File: src/rtl/gray_code_pipe.sv
// gray_code_pipe
//   Per-channel Gray<->binary converter with a one-deep valid/ready output
//   register. Every channel also reports the binary-domain step from the
//   previous accepted beat and keeps a sticky flag. The flag is set when an
//   incoming Gray code differs from the previous one in more than one bit.
//
// Ports
//   clk        : clock, rising edge
//   rst        : asynchronous reset, active-high
//   mode       : 0 = Gray->binary, 1 = binary->Gray (sampled on accept)
//   in_valid   : input beat valid
//   in_ready   : block can accept a beat (= !out_valid || out_ready)
//   in_data    : NCH*WIDTH input, channel c at [c*WIDTH +: WIDTH]
//   out_valid  : output beat valid
//   out_ready  : downstream accepts the output beat
//   out_data   : converted code per channel
//   out_delta  : (cur_bin - prev_bin) mod 2^WIDTH per channel, 0 on a first sample
//   err_sticky : per-channel Gray step violation flag
//   err_clr    : synchronous clear of err_sticky (a coincident set wins)
module gray_code_pipe #(
    parameter int unsigned WIDTH = 5,
    parameter int unsigned NCH   = 1
) (
    input  logic                 clk,
    input  logic                 rst,
    input  logic                 mode,
    input  logic                 in_valid,
    output logic                 in_ready,
    input  logic [NCH*WIDTH-1:0] in_data,
    output logic                 out_valid,
    input  logic                 out_ready,
    output logic [NCH*WIDTH-1:0] out_data,
    output logic [NCH*WIDTH-1:0] out_delta,
    output logic [NCH-1:0]       err_sticky,
    input  logic                 err_clr
);

    logic [NCH-1:0][WIDTH-1:0] w_in;
    logic [NCH-1:0][WIDTH-1:0] w_conv;
    logic [NCH-1:0][WIDTH-1:0] w_bin;
    logic [NCH-1:0][WIDTH-1:0] w_delta;
    logic [NCH-1:0][WIDTH-1:0] w_gdiff;
    logic [NCH-1:0]            w_viol;
    logic                      w_accept;
    logic                      w_mode_chg;

    logic [NCH-1:0][WIDTH-1:0] r_prev_bin;
    logic [NCH-1:0][WIDTH-1:0] r_prev_raw;
    logic [NCH-1:0][WIDTH-1:0] r_out_data;
    logic [NCH-1:0][WIDTH-1:0] r_out_delta;
    logic [NCH-1:0]            r_ref_valid;
    logic [NCH-1:0]            r_err;
    logic                      r_mode;
    logic                      r_out_valid;

    assign w_in       = in_data;
    assign in_ready   = !r_out_valid || out_ready;
    assign w_accept   = in_valid && in_ready;
    // A mode switch makes the stored references meaningless in the new
    // domain, so the beat that switches is handled as a first sample.
    assign w_mode_chg = (mode != r_mode);

    always_comb begin
        logic v_ref;
        w_conv  = '0;
        w_bin   = '0;
        w_delta = '0;
        w_gdiff = '0;
        w_viol  = '0;
        v_ref   = 1'b0;
        for (int unsigned c = 0; c < NCH; c++) begin
            if (mode) begin
                w_conv[c] = w_in[c] ^ (w_in[c] >> 1);
                w_bin[c]  = w_in[c];
            end else begin
                // Prefix XOR from the MSB down.
                w_conv[c][WIDTH-1] = w_in[c][WIDTH-1];
                for (int unsigned i = 1; i < WIDTH; i++) begin
                    w_conv[c][WIDTH-1-i] = w_in[c][WIDTH-1-i] ^ w_conv[c][WIDTH-i];
                end
                w_bin[c] = w_conv[c];
            end
            v_ref      = r_ref_valid[c] && !w_mode_chg;
            w_delta[c] = v_ref ? (w_bin[c] - r_prev_bin[c]) : '0;
            w_gdiff[c] = w_in[c] ^ r_prev_raw[c];
            // x & (x-1) is nonzero exactly when x has two or more bits set.
            w_viol[c]  = v_ref && !mode &&
                         ((w_gdiff[c] & (w_gdiff[c] - WIDTH'(1))) != '0);
        end
    end

    always_ff @(posedge clk or posedge rst) begin
        if (rst) begin
            r_out_valid <= 1'b0;
            r_out_data  <= '0;
            r_out_delta <= '0;
            r_prev_bin  <= '0;
            r_prev_raw  <= '0;
            r_ref_valid <= '0;
            r_mode      <= 1'b0;
            r_err       <= '0;
        end else begin
            if (w_accept) begin
                r_out_valid <= 1'b1;
                r_out_data  <= w_conv;
                r_out_delta <= w_delta;
                r_prev_bin  <= w_bin;
                r_prev_raw  <= w_in;
                r_ref_valid <= '1;
                r_mode      <= mode;
            end else if (out_ready) begin
                r_out_valid <= 1'b0;
            end
            r_err <= (r_err & ~{NCH{err_clr}}) | (w_viol & {NCH{w_accept}});
        end
    end

    assign out_valid  = r_out_valid;
    assign out_data   = r_out_data;
    assign out_delta  = r_out_delta;
    assign err_sticky = r_err;

endmodule

File: config.mk
export PLATFORM = sky130hd
export DESIGN_NAME = gray_code_pipe
export DESIGN_NICKNAME = d
export VERILOG_FILES = /design/src/rtl/gray_code_pipe.sv
export SDC_FILE = /design/constraint.sdc
export NUM_CORES = 1
export LEC_CHECK = 0
export ABC_AREA = 1
export BUFFER_PORTS_ARGS = -buffer_cell sky130_fd_sc_hd__buf_4
export CORE_ASPECT_RATIO = 0.9
export CORE_UTILIZATION = 48
export DETAILED_ROUTE_END_ITERATION = 7
export HOLD_SLACK_MARGIN = 0.15
export PLACE_DENSITY = 0.74
export SLEW_MARGIN = 20
export SYNTH_ARGS = -nofsm -noshare
export SYNTH_HDL_FRONTEND = slang
export SYNTH_SLANG_ARGS = --single-unit
File: constraint.sdc
create_clock -name clk -period 1.4 [get_ports clk]
set_input_delay 0.21 -clock clk [delete_from_list [all_inputs] [get_ports clk]]
set_output_delay 0.21 -clock clk [all_outputs]
set_load 0.01 [all_outputs]
**Word-level counts from Yosys, hierarchy flattened**

Cells that the tools add are included.

- Flip-flop bits (word level): 24
- Logic and storage cells: 37
- Output and inout bits: 13
- Bits of input ports: 11

- Reductions and logical operators: 10
- Bitwise gates (word level): 11
- Mux-type cells: 5
- Add/sub/neg operators: 2
- Eq/ne operators: 1

Operators by type and width:

| cell | number |
|---|---|
| $mux W5 | 2 |
| $and A5 B5 Y5 | 1 |
| $reduce_bool A5 Y1 | 1 |
| $sub A5 B1 Y5 const B | 1 |
| $sub A5 B5 Y5 | 1 |
| $xor A5 B4 Y5 | 1 |
| $xor A5 B5 Y5 | 1 |
| $logic_and A1 B1 Y1 | 4 |
| $mux W4 | 1 |
| $xor A1 B1 Y1 | 4 |
| $logic_not A1 Y1 | 3 |
| $and A1 B1 Y1 | 2 |
| $mux W1 | 2 |
| $reduce_bool A2 Y1 | 1 |
| $logic_or A1 B1 Y1 | 1 |
| $ne A1 B1 Y1 | 1 |
| $not A1 Y1 | 1 |
| $or A1 B1 Y1 | 1 |

**Depth between registers and ports, before layout**

- Depth in word-level cells: 7
- Depth in mapped cells: 14
- Gate-level depth less buffers: 14

**Worst setup path after synthesis**

Ideal clock, no wire load.

- Path type: input to register
- Start point: input in_data[4]
- End point: register r_out_delta, in the netlist out_delta[4]
- Arrival time: 1.648 ns
- Data required time: 1.317 ns
- Cell stages on the path: 14
- Path slack: -0.331 ns
- Setup time: 0.083 ns
- Buffers on the path: 0
- Cell sequence: inv_1 -> nand2_1 -> nand2_2 -> nand2_1 -> nand3_2 -> nand2_1 -> nand2_1 -> ha_1 -> inv_1 -> fa_1 -> nand3_1 -> nand2_1 -> xor2_1 -> o21ai_0

- Cells in the longest elaborated chain, start to end: 7

RTL lines:

| element | line | source |
|---|---|---|
| start, declared | 29 | `input logic [NCH*WIDTH-1:0] in_data,` |
| $xor A1 B1 Y1 (4 in a row) | 79 | `w_conv[c][WIDTH-1-i] = w_in[c][WIDTH-1-i] ^ w_conv[c][WIDTH-i];` |
| $mux W4 | 72 | `if (mode) begin` |
| $sub A5 B5 Y5 * | 84 | `w_delta[c] = v_ref ? (w_bin[c] - r_prev_bin[c]) : '0;` |
| $mux W5 * | 84 |  |
| end signal, assigned | 106 | `r_out_delta <= w_delta;` |
| end, declared | 50 | `logic [NCH-1:0][WIDTH-1:0] r_out_delta;` |

Every way passes the cells marked *; elsewhere a longest branch is shown, timed or not.
A chain may end at the register's enable or synchronous reset.

**Worst setup path in the final report**

- Start point: input in_data[3]
- End point: register r_out_delta, in the netlist out_delta[4]

- Cells in the longest elaborated chain, start to end: 7

RTL lines:

| element | line |
|---|---|
| $xor A1 B1 Y1 (4 in a row) | 79 |
| $mux W4 * | 72 |
| $sub A5 B5 Y5 * | 84 |
| $mux W5 * | 84 |

Marked as above.

==> impl_metrics.yaml <==
critical_path:
  crit_path_start_kind: "input pin"
  slowest_stage: "fa_2"
  worstSetupEndpointType: "flip-flop"
  path_cells: "buf_12 -> inv_6 -> nand2_2 -> nand2_2 -> nand2_2 -> nand4_1 -> nand2_2 -> ha_4 -> inv_2 -> fa_2 -> nand3_2 -> nand2_1 -> xor2_1 -> o21ai_1"
  cp_num_buf_inv: 3
  crit_type: "input pin to flip-flop"
  worstPathArrival_ns: 1.72
  critPathMaxFanout: 4
  crit_required_ns: 1.65
  slowest_delay_ns: 0.36
  cpMostUsedCell: "nand2_2"
  crit_family: "simple AND/OR/NAND/NOR gates"
clock_network:
  htreeDepth: 1
  path_clk_slew_ns: 0.12
  clockRootBuffer: "clkbuf_4"
  cts_tree: "yes"
  cts_inserted_buffers: 3
  clock_path_buffers: 2
  insertion_delay_ns: 0.32
  cts.sink_count: 22
global_route:
  antenna_found_initial: 0
  grt_pass1_vias: 1067
  overflow: 0
  grt_pass1_wl_um: 4636
  grt_usage: 0.2206
  grt_max_degree: 23
run_status:
  violations: "negative setup slack"
  status: "finished, violations left"
timing:
  max_freq_mhz: 682.1
  rsz0062_at_grt: "yes"
  fin_worst_skew_ns: 0.006227
  slew_violations: 0
  worst_pin_slew_ns: 0.2854
  finalHoldViolCount: 0
  setup_violations: 2
  fin_crit_ns: 1.466
  fin_crit_sh: 1.047
  max_slew_margin: 0.8097
  worst_slack_ns: -0.06617
layout:
  fin_nets: 211
  multi_input_area_um2: 674.4
  area_growth_pct: 42.64
  nFillCells: 164
  postLayoutCellArea_um2: 1745
  final_util: 0.7648
  antenna_cells: 0
  register_area_um2: 550.5
  drive_above_1_share: 0.3918
floorplanning:
  die_y_um: 49.90
  core_region_area_um2: 2282
  die_w_um: 55.22
  start_util: 0.5362
  die-area_um2: 2755
  num_io_pins: 24
  rows: 16
routing:
  via_per_inst: 4.950
  dr.first_iter.drc_count: 16
  post_drt_wl_per_cell_um: 12.83
  vias: 1094
  ant_nets: 0
  drtPass1Iterations: 5
  routed_wl_um: 2835
  drc: 0
yosys:
  ys_ff_latch: 22
  syn_area_um2: 1224
  synth.cells.most_frequent: "nand2_1, dfrtp_1, inv_1"
  ys.flop_type: "dfrtp_1"
  yosysSeqAreaShare: 0.4499
  synth_edf_count: 0
  yosys-top-cells-area: "dfrtp_1, nand2_1, xor2_1"
  yosysMostFrequentCell: "nand2_1"
  yosysTopAreaCell: "dfrtp_1"
  synth_top_area_share: 0.4499
  yosys_warnings: 0
  async_flop_share: 1.000
  syn_nets: 167
  syn_avg_cell_area_um2: 8.104
  ys_types: 24
  netlist_instances: 151
pwr:
  ir_drop_mv: 1.012
  power_density_nw_per_um2: 1097
  p_leak_nw: 0.9149
  finalPower_mw: 1.915
run:
  drv_cap: 0
min_path:
  hold_path_class: "input pin to flip-flop"
place:
  gp_congestion: 0.8248
  placed_cell_area_um2: 1573
  pre_cts_slack_ns: -0.4945
  hpwl_um: 2048
  port_buffers: 23
-- layer usage --
layer  global-route usage  vias up  routed length (um)
li1                     -      554                   -
met1               0.2483      503                1220
met2               0.4016       29                1420
met3              0.06299        8                 127
met4              0.07083        0                  66
met5                    0        -                   0
-- area by class of cell --
cell class / count / share of cell area
Tap cell: 27 / 0.01935
Inverter: 18 / 0.04444
Clock buffer: 4 / 0.02079
Sequential cell: 22 / 0.3154
Multi-Input combinational cell: 107 / 0.3864
Timing Repair Buffer: 43 / 0.2136
-- sequential cells by signal (all words and copies together), names as in the netlist --
| name | cells |
|---|---|
| err_sticky | 1 |
| out_data | 4 |
| out_delta | 5 |
| out_valid | 1 |
| r_mode | 1 |
| r_prev_bin | 5 |
| r_prev_raw | 4 |
| r_ref_valid | 1 |
-- power by group --
part	switching, mW	internal [mW]	total (mW)
sequential	0.0674	0.748	0.815
combinational	0.381	0.362	0.744
clock	0.197	0.159	0.356
total	0.646	1.27	1.92
-- repair_timing --
action / 4_1_cts / 5_1_grt
hold buffers: 2 / 0
setup endpoints to repair: 4 / 6
endpoints found under the hold margin: 23 / 0
gates resized for setup: 13 / 16
pin swaps: 12 / 1
buffers inserted: 1 / 0
-- cells by family (layout without fill, tap and decap cells) --
family	count (synthesis)	in the layout	share of synthesized area
compound gates	19	19	0.08895
xor+xnor	11	11	0.07874
fa+ha+maj	5	5	0.05726
buf+inv	22	65	0.07463
flops	22	22	0.4499
simple gates	72	72	0.2505
-- cell usage in the layout, fill, tap and decap left out, types with 4 or more instances in the layout --
cell,count
xor2_1,7
inv_2,4
nand2_2,11
o21ai_0,9
nor2_1,9
inv_1,11
buf_4,37
dfrtp_1,22
nand2_1,40
nand3_2,4
-- worst min-delay path, cell delays in order --
cell     delay (ns)
buf_4          0.08
inv_1          0.04
nand2_2        0.07
nand2_1        0.05
-- per-stage QoR --
stage / hold slack (ns) / TNS, ns / std cells
2_1_floorplan: 0.1992 / -0.6543 / 151
3_3_place_gp: 0.2706 / -1.487 / 214
3_5_place_dp: 0.2736 / -1.683 / 214
4_1_cts: 0.1561 / -0.04562 / 221
5_1_grt: 0.1584 / -0.3655 / 221
6_report: 0.1590 / -0.08803 / 221
-- final timing paths --
path                            cells past startpoint            to           from  slack (ns)
worst max register to register                      7  out_delta[4]  r_prev_bin[0]       -0.01
max in group asynchronous                           4        r_mode            rst        0.70
min in group asynchronous                           4   out_data[3]            rst        0.47
worst min register to register                      2    err_sticky     err_sticky        0.50
worst min-delay path                                4     out_valid      out_ready        0.16
worst max-delay path                               14  out_delta[4]     in_data[3]       -0.07
Power figures use the tool's default switching activity.
